[src/rtl/pwm_bargraph_decoder.sv]
// Receive-side monitor for the 8-channel PWM bargraph: windowed duty measurement,
// brightest-channel tracking, sweep direction and a one-entry event buffer.
module pwm_bargraph_decoder #(
  parameter int unsigned WINDOW_BITS = 8,
  parameter int unsigned THRESH      = 128
) (
  input  logic                   clk_i,
  input  logic                   rst_ni,
  input  logic [7:0]             pwm_in_i,
  input  logic [2:0]             duty_sel_i,
  output logic [WINDOW_BITS:0]   duty_out_o,
  output logic                   frame_tick_o,
  output logic [2:0]             pos_o,
  output logic                   dir_o,
  output logic                   locked_o,
  output logic                   evt_valid_o,
  input  logic                   evt_ready_i,
  output logic [2:0]             evt_pos_o,
  output logic                   evt_dir_o,
  output logic                   overrun_o
);

  localparam int unsigned DW = WINDOW_BITS + 1;
  localparam logic [WINDOW_BITS-1:0] WinLast = '1;
  localparam logic [DW-1:0] ThreshL = DW'(THRESH);

  logic [WINDOW_BITS-1:0] win_q, win_d;
  logic [DW-1:0]          acc_q [8];
  logic [DW-1:0]          acc_d [8];
  logic [DW-1:0]          duty_q [8];
  logic [DW-1:0]          duty_d [8];
  logic                   frame_tick_q, frame_tick_d;
  logic [2:0]             pos_q, pos_d;
  logic                   dir_q, dir_d;
  logic                   locked_q, locked_d;
  logic                   seen_lock_q, seen_lock_d;
  logic                   evt_valid_q, evt_valid_d;
  logic [2:0]             evt_pos_q, evt_pos_d;
  logic                   evt_dir_q, evt_dir_d;
  logic                   overrun_q, overrun_d;

  logic [DW-1:0]          peak;
  logic [2:0]             peak_idx;
  logic                   gen_evt;

  // Strict greater-than keeps the lowest index on ties.
  always_comb begin
    peak     = '0;
    peak_idx = '0;
    for (int unsigned i = 0; i < 8; i++) begin
      if (duty_q[i] > peak) begin
        peak     = duty_q[i];
        peak_idx = 3'(i);
      end
    end
  end

  always_comb begin
    win_d        = win_q + 1'b1;
    frame_tick_d = (win_q == WinLast);
    for (int unsigned i = 0; i < 8; i++) begin
      acc_d[i]  = acc_q[i] + DW'(pwm_in_i[i]);
      duty_d[i] = duty_q[i];
      if (frame_tick_d) begin
        duty_d[i] = acc_d[i];
        acc_d[i]  = '0;
      end
    end

    pos_d       = pos_q;
    dir_d       = dir_q;
    locked_d    = locked_q;
    seen_lock_d = seen_lock_q;
    gen_evt     = 1'b0;
    if (frame_tick_q) begin
      if (peak >= ThreshL) begin
        locked_d = 1'b1;
        pos_d    = peak_idx;
        if (!seen_lock_q) begin
          dir_d       = 1'b0;
          gen_evt     = 1'b1;
          seen_lock_d = 1'b1;
        end else if (peak_idx > pos_q) begin
          dir_d   = 1'b0;
          gen_evt = 1'b1;
        end else if (peak_idx < pos_q) begin
          dir_d   = 1'b1;
          gen_evt = 1'b1;
        end
      end else begin
        locked_d = 1'b0;
      end
    end

    evt_valid_d = evt_valid_q;
    evt_pos_d   = evt_pos_q;
    evt_dir_d   = evt_dir_q;
    overrun_d   = overrun_q;
    // A new event always wins over an accept; only an unaccepted overwrite is an overrun.
    if (gen_evt) begin
      evt_valid_d = 1'b1;
      evt_pos_d   = pos_d;
      evt_dir_d   = dir_d;
      if (evt_valid_q && !evt_ready_i) overrun_d = 1'b1;
    end else if (evt_valid_q && evt_ready_i) begin
      evt_valid_d = 1'b0;
    end
  end

  always_ff @(posedge clk_i) begin
    if (!rst_ni) begin
      win_q <= '0;
      for (int unsigned i = 0; i < 8; i++) begin
        acc_q[i]  <= '0;
        duty_q[i] <= '0;
      end
      frame_tick_q <= 1'b0;
      pos_q        <= '0;
      dir_q        <= 1'b0;
      locked_q     <= 1'b0;
      seen_lock_q  <= 1'b0;
      evt_valid_q  <= 1'b0;
      evt_pos_q    <= '0;
      evt_dir_q    <= 1'b0;
      overrun_q    <= 1'b0;
    end else begin
      win_q <= win_d;
      for (int unsigned i = 0; i < 8; i++) begin
        acc_q[i]  <= acc_d[i];
        duty_q[i] <= duty_d[i];
      end
      frame_tick_q <= frame_tick_d;
      pos_q        <= pos_d;
      dir_q        <= dir_d;
      locked_q     <= locked_d;
      seen_lock_q  <= seen_lock_d;
      evt_valid_q  <= evt_valid_d;
      evt_pos_q    <= evt_pos_d;
      evt_dir_q    <= evt_dir_d;
      overrun_q    <= overrun_d;
    end
  end

  assign duty_out_o   = duty_q[duty_sel_i];
  assign frame_tick_o = frame_tick_q;
  assign pos_o        = pos_q;
  assign dir_o        = dir_q;
  assign locked_o     = locked_q;
  assign evt_valid_o  = evt_valid_q;
  assign evt_pos_o    = evt_pos_q;
  assign evt_dir_o    = evt_dir_q;
  assign overrun_o    = overrun_q;

endmodule

[config.mk]
export PLATFORM = sky130hd
export DESIGN_NAME = pwm_bargraph_decoder
export DESIGN_NICKNAME = d
export VERILOG_FILES = /design/src/rtl/pwm_bargraph_decoder.sv
export SDC_FILE = /design/constraint.sdc
export NUM_CORES = 1
export LEC_CHECK = 0
export ABC_AREA = 1
export CELL_PAD_IN_SITES_DETAIL_PLACEMENT = 2
export CELL_PAD_IN_SITES_GLOBAL_PLACEMENT = 2
export CORE_MARGIN = 2
export CORE_UTILIZATION = 33
export CTS_CLUSTER_SIZE = 28
export DETAILED_ROUTE_END_ITERATION = 8
export GPL_ROUTABILITY_DRIVEN = 0
export PLACE_DENSITY = 0.78
export SLEW_MARGIN = 5
export SYNTH_ARGS = -nofsm -noshare
export SYNTH_HDL_FRONTEND = slang
export SYNTH_SLANG_ARGS = --single-unit
[constraint.sdc]
create_clock -name clk_i -period 12.3 [get_ports clk_i]
set_input_delay 1.845 -clock clk_i [delete_from_list [all_inputs] [get_ports clk_i]]
set_output_delay 1.845 -clock clk_i [all_outputs]
set_load 0.02 [all_outputs]
# Word level (Yosys, flattened, before mapping)
# Memory sizes are Yosys's and may differ from the RTL's.
# Cells that the tools add are included.
[word_totals]
reg_bits = 21
latch_bits = 0
mem_bits_rw = 144
mem_bits_ro = 0
word_cells = 119
n_memories = 2
[mem_list]
columns = ["memory", "depth", "word_bits", "rd", "rd_clocked_by_memory_dff", "write_ports", "line", "rtl"]
rows = [
  ["acc_q", 8, 9, 8, 0, 8, "28", "logic [DW-1:0] acc_q [8];"],
  ["duty_q", 8, 9, 9, 0, 8, "30", "logic [DW-1:0] duty_q [8];"],
]
[op_classes]
n_addsub = 9
multipliers = 0
div_mod_pow = 0
n_lt_le_gt_ge = 11
n_eq_ne = 1
n_shift = 0
mux = 64
bitwise_logic = 16
reduce_logical = 6
[ops]
columns = ["cell", "n"]
rows = [
  ["$mux W9", 40],
  ["$add A9 B1 Y9", 8],
  ["$gt A9 B9 Y1", 7],
  ["$mux W3", 8],
  ["$mux W1", 16],
  ["$or A1 B1 Y1", 16],
  ["$ge A9 B8 Y1 const B", 1],
  ["$gt A9 B1 Y1 const B", 1],
  ["$add A8 B1 Y8 const B", 1],
  ["$eq A8 B8 Y1 const B", 1],
  ["$reduce_and A2 Y1", 2],
  ["$gt A3 B3 Y1", 1],
  ["$lt A3 B3 Y1", 1],
  ["$logic_and A1 B1 Y1", 2],
  ["$reduce_bool A2 Y1", 1],
  ["$logic_not A1 Y1", 1],
]

# Longest topological paths before layout
# An unclocked memory read counts as a cell.
[depth]
depth_word = 24
mapped_depth = 85

# Worst setup path after synthesis
# No wires, ideal clock.
[synth_path]
path_type = "register to register"
from = "mem duty_q[0][7] in the netlist's numbering"
to = "reg evt_dir_q (netlist: evt_dir_o)"
setup_ns = 0.110
arrival_time_ns = 10.182
setup_slack_ns = 2.008
stages_incl_launch_ff = 81
path_buffers = 6
cell_sequence = "dfxtp_1 inv_1 ha_1 nand2_2 inv_2 a21oi_4 nand3_4 nand2_8 buf_12 nand2_4 and2_1 ha_1 nand2_1 nor2_1 nand2_1 nor2_1 nor2_1 inv_2 [... 45 more ...] a211oi_1 o21ai_0 nand2_1 a21oi_1 nor2_1 inv_1 nand2_1 nand2_1 nor2_1 inv_1 ha_1 nand2_1 o21ai_0 nand2_1 nand3_4 nand2_1 inv_1 nor2_1"
[synth_lines]
columns = ["item", "line", "rtl"]
rows = [
  ["start: declaration", "30", ""],
  ["end signal: assignment", "139", "evt_dir_q <= evt_dir_d;"],
  ["end: declaration", "39", "logic evt_dir_q, evt_dir_d;"],
]

==> results.py <==
metrics = {
    "yosys": {
        "synth_top_flop_cell": "dfxtp_1",
        "synth_seq_area_share_pct": 36.6,
        "ys_ff_latch": 165,
        "netlist_instances": 1156,
        "synth.cell_area_um2": 9020,
        "ys_types": 41,
        "async_reset_ff_share_pct": 0,
        "synth_top_area_cell": "dfxtp_1",
        "yosysMostFrequentCell": "dfxtp_1",
        "synth.area.top_cells": "dfxtp_1 (37%), ha_1 (12%), nand2_1 (6.5%)",
        "synthTopCellsByCount": "dfxtp_1 (165), nand2_1 (157), inv_1 (142)",
        "yosys_warnings": 0,
        "yosysTopAreaCellShare_pct": 36.6,
        "syn-num-nets": 1253,
        "post_synth.cell_area_avg_um2": 7.81,
        "synth_edf_count": 0,
    },
    "drt": {
        "vias_per_cell": 5.21,
        "via_count": 7986,
        "drc_errors": 0,
        "initialDrtViolationCount": 349,
        "drt_pass1_iterations": 5,
        "wirelength_um": 28500,
        "wire_per_inst_um": 18.6,
        "final_antenna_net_count": 0,
    },
    "floorplanning": {
        "io_pins": 35,
        "design.core.area_um2": 26900,
        "die_x_um": 169,
        "start_util_pct": 33.6,
        "die_h_um": 169,
        "die-area_um2": 28700,
        "row_count": 60,
    },
    "sta": {
        "fin_crit_ns": 11.37,
        "finalMaxSlewViolations": 0,
        "whs_ns": 0.451,
        "fin_crit_sh_pct": 92.4,
        "clock_skew_ns": 0.0105,
        "setup_violations": 0,
        "setup-tns-final_ns": 0,
        "tightestPinTransition_ns": 0.991,
        "hold_violations": 0,
        "slew_headroom_pct": 33.9,
        "fmax_ghz": 0.0879,
    },
    "critical_path": {
        "critPathMostFrequentCell": "nand2_1",
        "timing.critical_path.buf_inv": 9,
        "worstRegToRegCells": 75,
        "cp_slowest_stage_delay_ns": 0.57,
        "critPathCaptureType": "flip-flop",
        "path_delay_family": "simple AND/OR/NAND/NOR gates",
        "crit_end": "evt_dir_o",
        "cp_data_arrival_time_ns": 11.75,
        "crit_fanout": 17,
        "ff2ff_setup_slack_ns": 0.93,
        "worst-path-stages": 75,
        "crit_slowest_cell": "or4_4",
        "critPathLaunch": "duty_q[0][7]",
        "rr_startpoint": "duty_q[0][7]",
        "critical_path_required_ns": 12.68,
        "crit_path_start_kind": "flip-flop",
        "path_class": "reg2reg",
        "r2r-end": "evt_dir_o",
    },
    "clock_tree": {
        "clockBufferDepth": 2,
        "holdBufCountCts": 0,
        "cts-buffers-inserted": 17,
        "clock-root-buffer": "clkbuf_16",
        "clock-sinks": 165,
        "cts_tree": "yes",
        "clk_pin_slew_ns": 0.07,
        "cts_htree_levels": 4,
        "clk_latency_ns": 0.44,
    },
    "final_layout": {
        "nFillCells": 3125,
        "area_growth_pct": 15.2,
        "fin_nets": 1277,
        "final_cells": 1534,
        "drive_above_1_share_pct": 9.89,
        "diodes": 0,
    },
    "worst_hold_path": {
        "hold_path_class": "reg2reg",
        "hp-start": "overrun_o",
    },
    "pwr": {
        "p_sw_uw": 291,
        "pwr-share-comb_pct": 5.1,
        "p_leak_uw": 0.00429,
        "intPower_uw": 912,
        "vdd_drop_max_uv": 60.9,
        "p_per_area_nw_per_um2": 116,
        "seqPwrFrac_pct": 45.2,
        "swShare_pct": 24.2,
        "p_clk_share_pct": 49.7,
    },
    "job": {
        "max-cap-violations": 0,
    },
    "status": {
        "status": "completed",
    },
    "global_routing": {
        "antenna_found_initial": 0,
        "grt_max_degree": 73,
        "grt_pass1_vias": 8828,
        "grt_pass1_wl_um": 46500,
        "grt_remaining_overflow": 0,
        "track_usage_pct": 20.6,
    },
    "place": {
        "io_buffers": 34,
        "place_inst": 1491,
        "hpwl_um": 21000,
    },
}
-- per-stage QoR --
stage	utilization, %	area [um^2]	setup slack (ns)	power [uW]
floorplan	-	9020	2.01	592
global placement	35.8	9630	1.11	615
detailed placement	35.8	9630	0.544	618
CTS	38.2	10300	0.399	1210
global route	38.7	10400	-0.0623	1250
finish	38.7	10400	0.929	1200
-- how the worst min path moves through the flow --
stage / end / cells after the start
after floorplan: win_q[0] / 1
after global placement: win_q[0] / 1
after detailed placement: win_q[0] / 1
after CTS: overrun_o / 2
after global routing: win_q[0] / 1
final: overrun_o / 2
-- layer usage --
| metal | global-route usage (%) | routed length, um |
|---|---|---|
| met5 | 0 | 0 |
| met4 | 6.99 | 605 |
| met3 | 2.66 | 542 |
| met2 | 36.1 | 14200 |
| met1 | 26.2 | 13200 |
-- final cells by class --
| type | instances | area [um^2] | share of cell area (%) |
|---|---|---|---|
| Multi-Input combinational cell | 797 | 4990 | 48.0 |
| Sequential cell | 165 | 3300 | 31.8 |
| Inverter | 149 | 559 | 5.38 |
| Timing Repair Buffer | 50 | 473 | 4.55 |
| Clock buffer | 20 | 447 | 4.30 |
| Tap cell | 341 | 427 | 4.11 |
| Clock inverter | 12 | 193 | 1.85 |
-- cell usage in the layout (no fill, tap or decap), types with 3 or more instances in the layout --
master and n:
inv_1 142, nand3_4 4, nand2_2 6, clkbuf_16 17, inv_2 5, a221oi_1 3
xor2_1 24, o21ai_1 14, o21ai_2 35, nand4_1 16, nand2_8 3, dfxtp_1 165
and2_1 5, clkdlybuf4s50_1 34, a21oi_1 68, o22ai_1 50, o21ai_0 65, nand2_4 7
nand3_1 62, a31oi_1 13, nand3_2 8, nor3_1 6, xnor2_1 32, ha_1 83
nand2_1 154, buf_4 15, nor3b_1 7, bufinv_16 4, nor2_1 120
-- worst register-to-register path: cells and delay by family (launching register included) --
kind                     cells  cell delay, ns
AO/OA/AOI/OAI               20            2.83
buffers and inverters        9            0.98
AND/OR/NAND/NOR             38            4.79
flip-flops                   1            0.41
adder cells (fa/ha/maj)      8            2.31
-- power groups by stage --
stage | Clock, uW | Combinational [uW] | Sequential (uW)
after floorplan | 0 | 36.7 | 555
after global placement | 0 | 60.1 | 555
after detailed placement | 0 | 62.3 | 556
after CTS | 608 | 62.9 | 543
after global routing | 635 | 69.6 | 544
final | 598 | 61.5 | 543
-- registers in the layout, indices dropped and copies added (netlist names), 3 cells and up --
register,cells
acc_q,72
duty_q,72
evt_pos_o,3
pos_o,3
win_q,8
-- repair_timing --
item                                    4_1_cts  5_1_grt
setup buffers                                 0       11
endpoints found under the setup margin        0        7
gates resized for setup                       0        6
-- cell families after synthesis --
logic type      after synthesis  share of synthesized area [%]
compound gates              256                           17.0
xor+xnor                     56                           5.44
fa+ha+maj                    83                           11.5
buf+inv                     194                           8.43
flops                       165                           36.6
simple gates                402                           21.0
No activity file was read; power rests on OpenSTA's default activity.
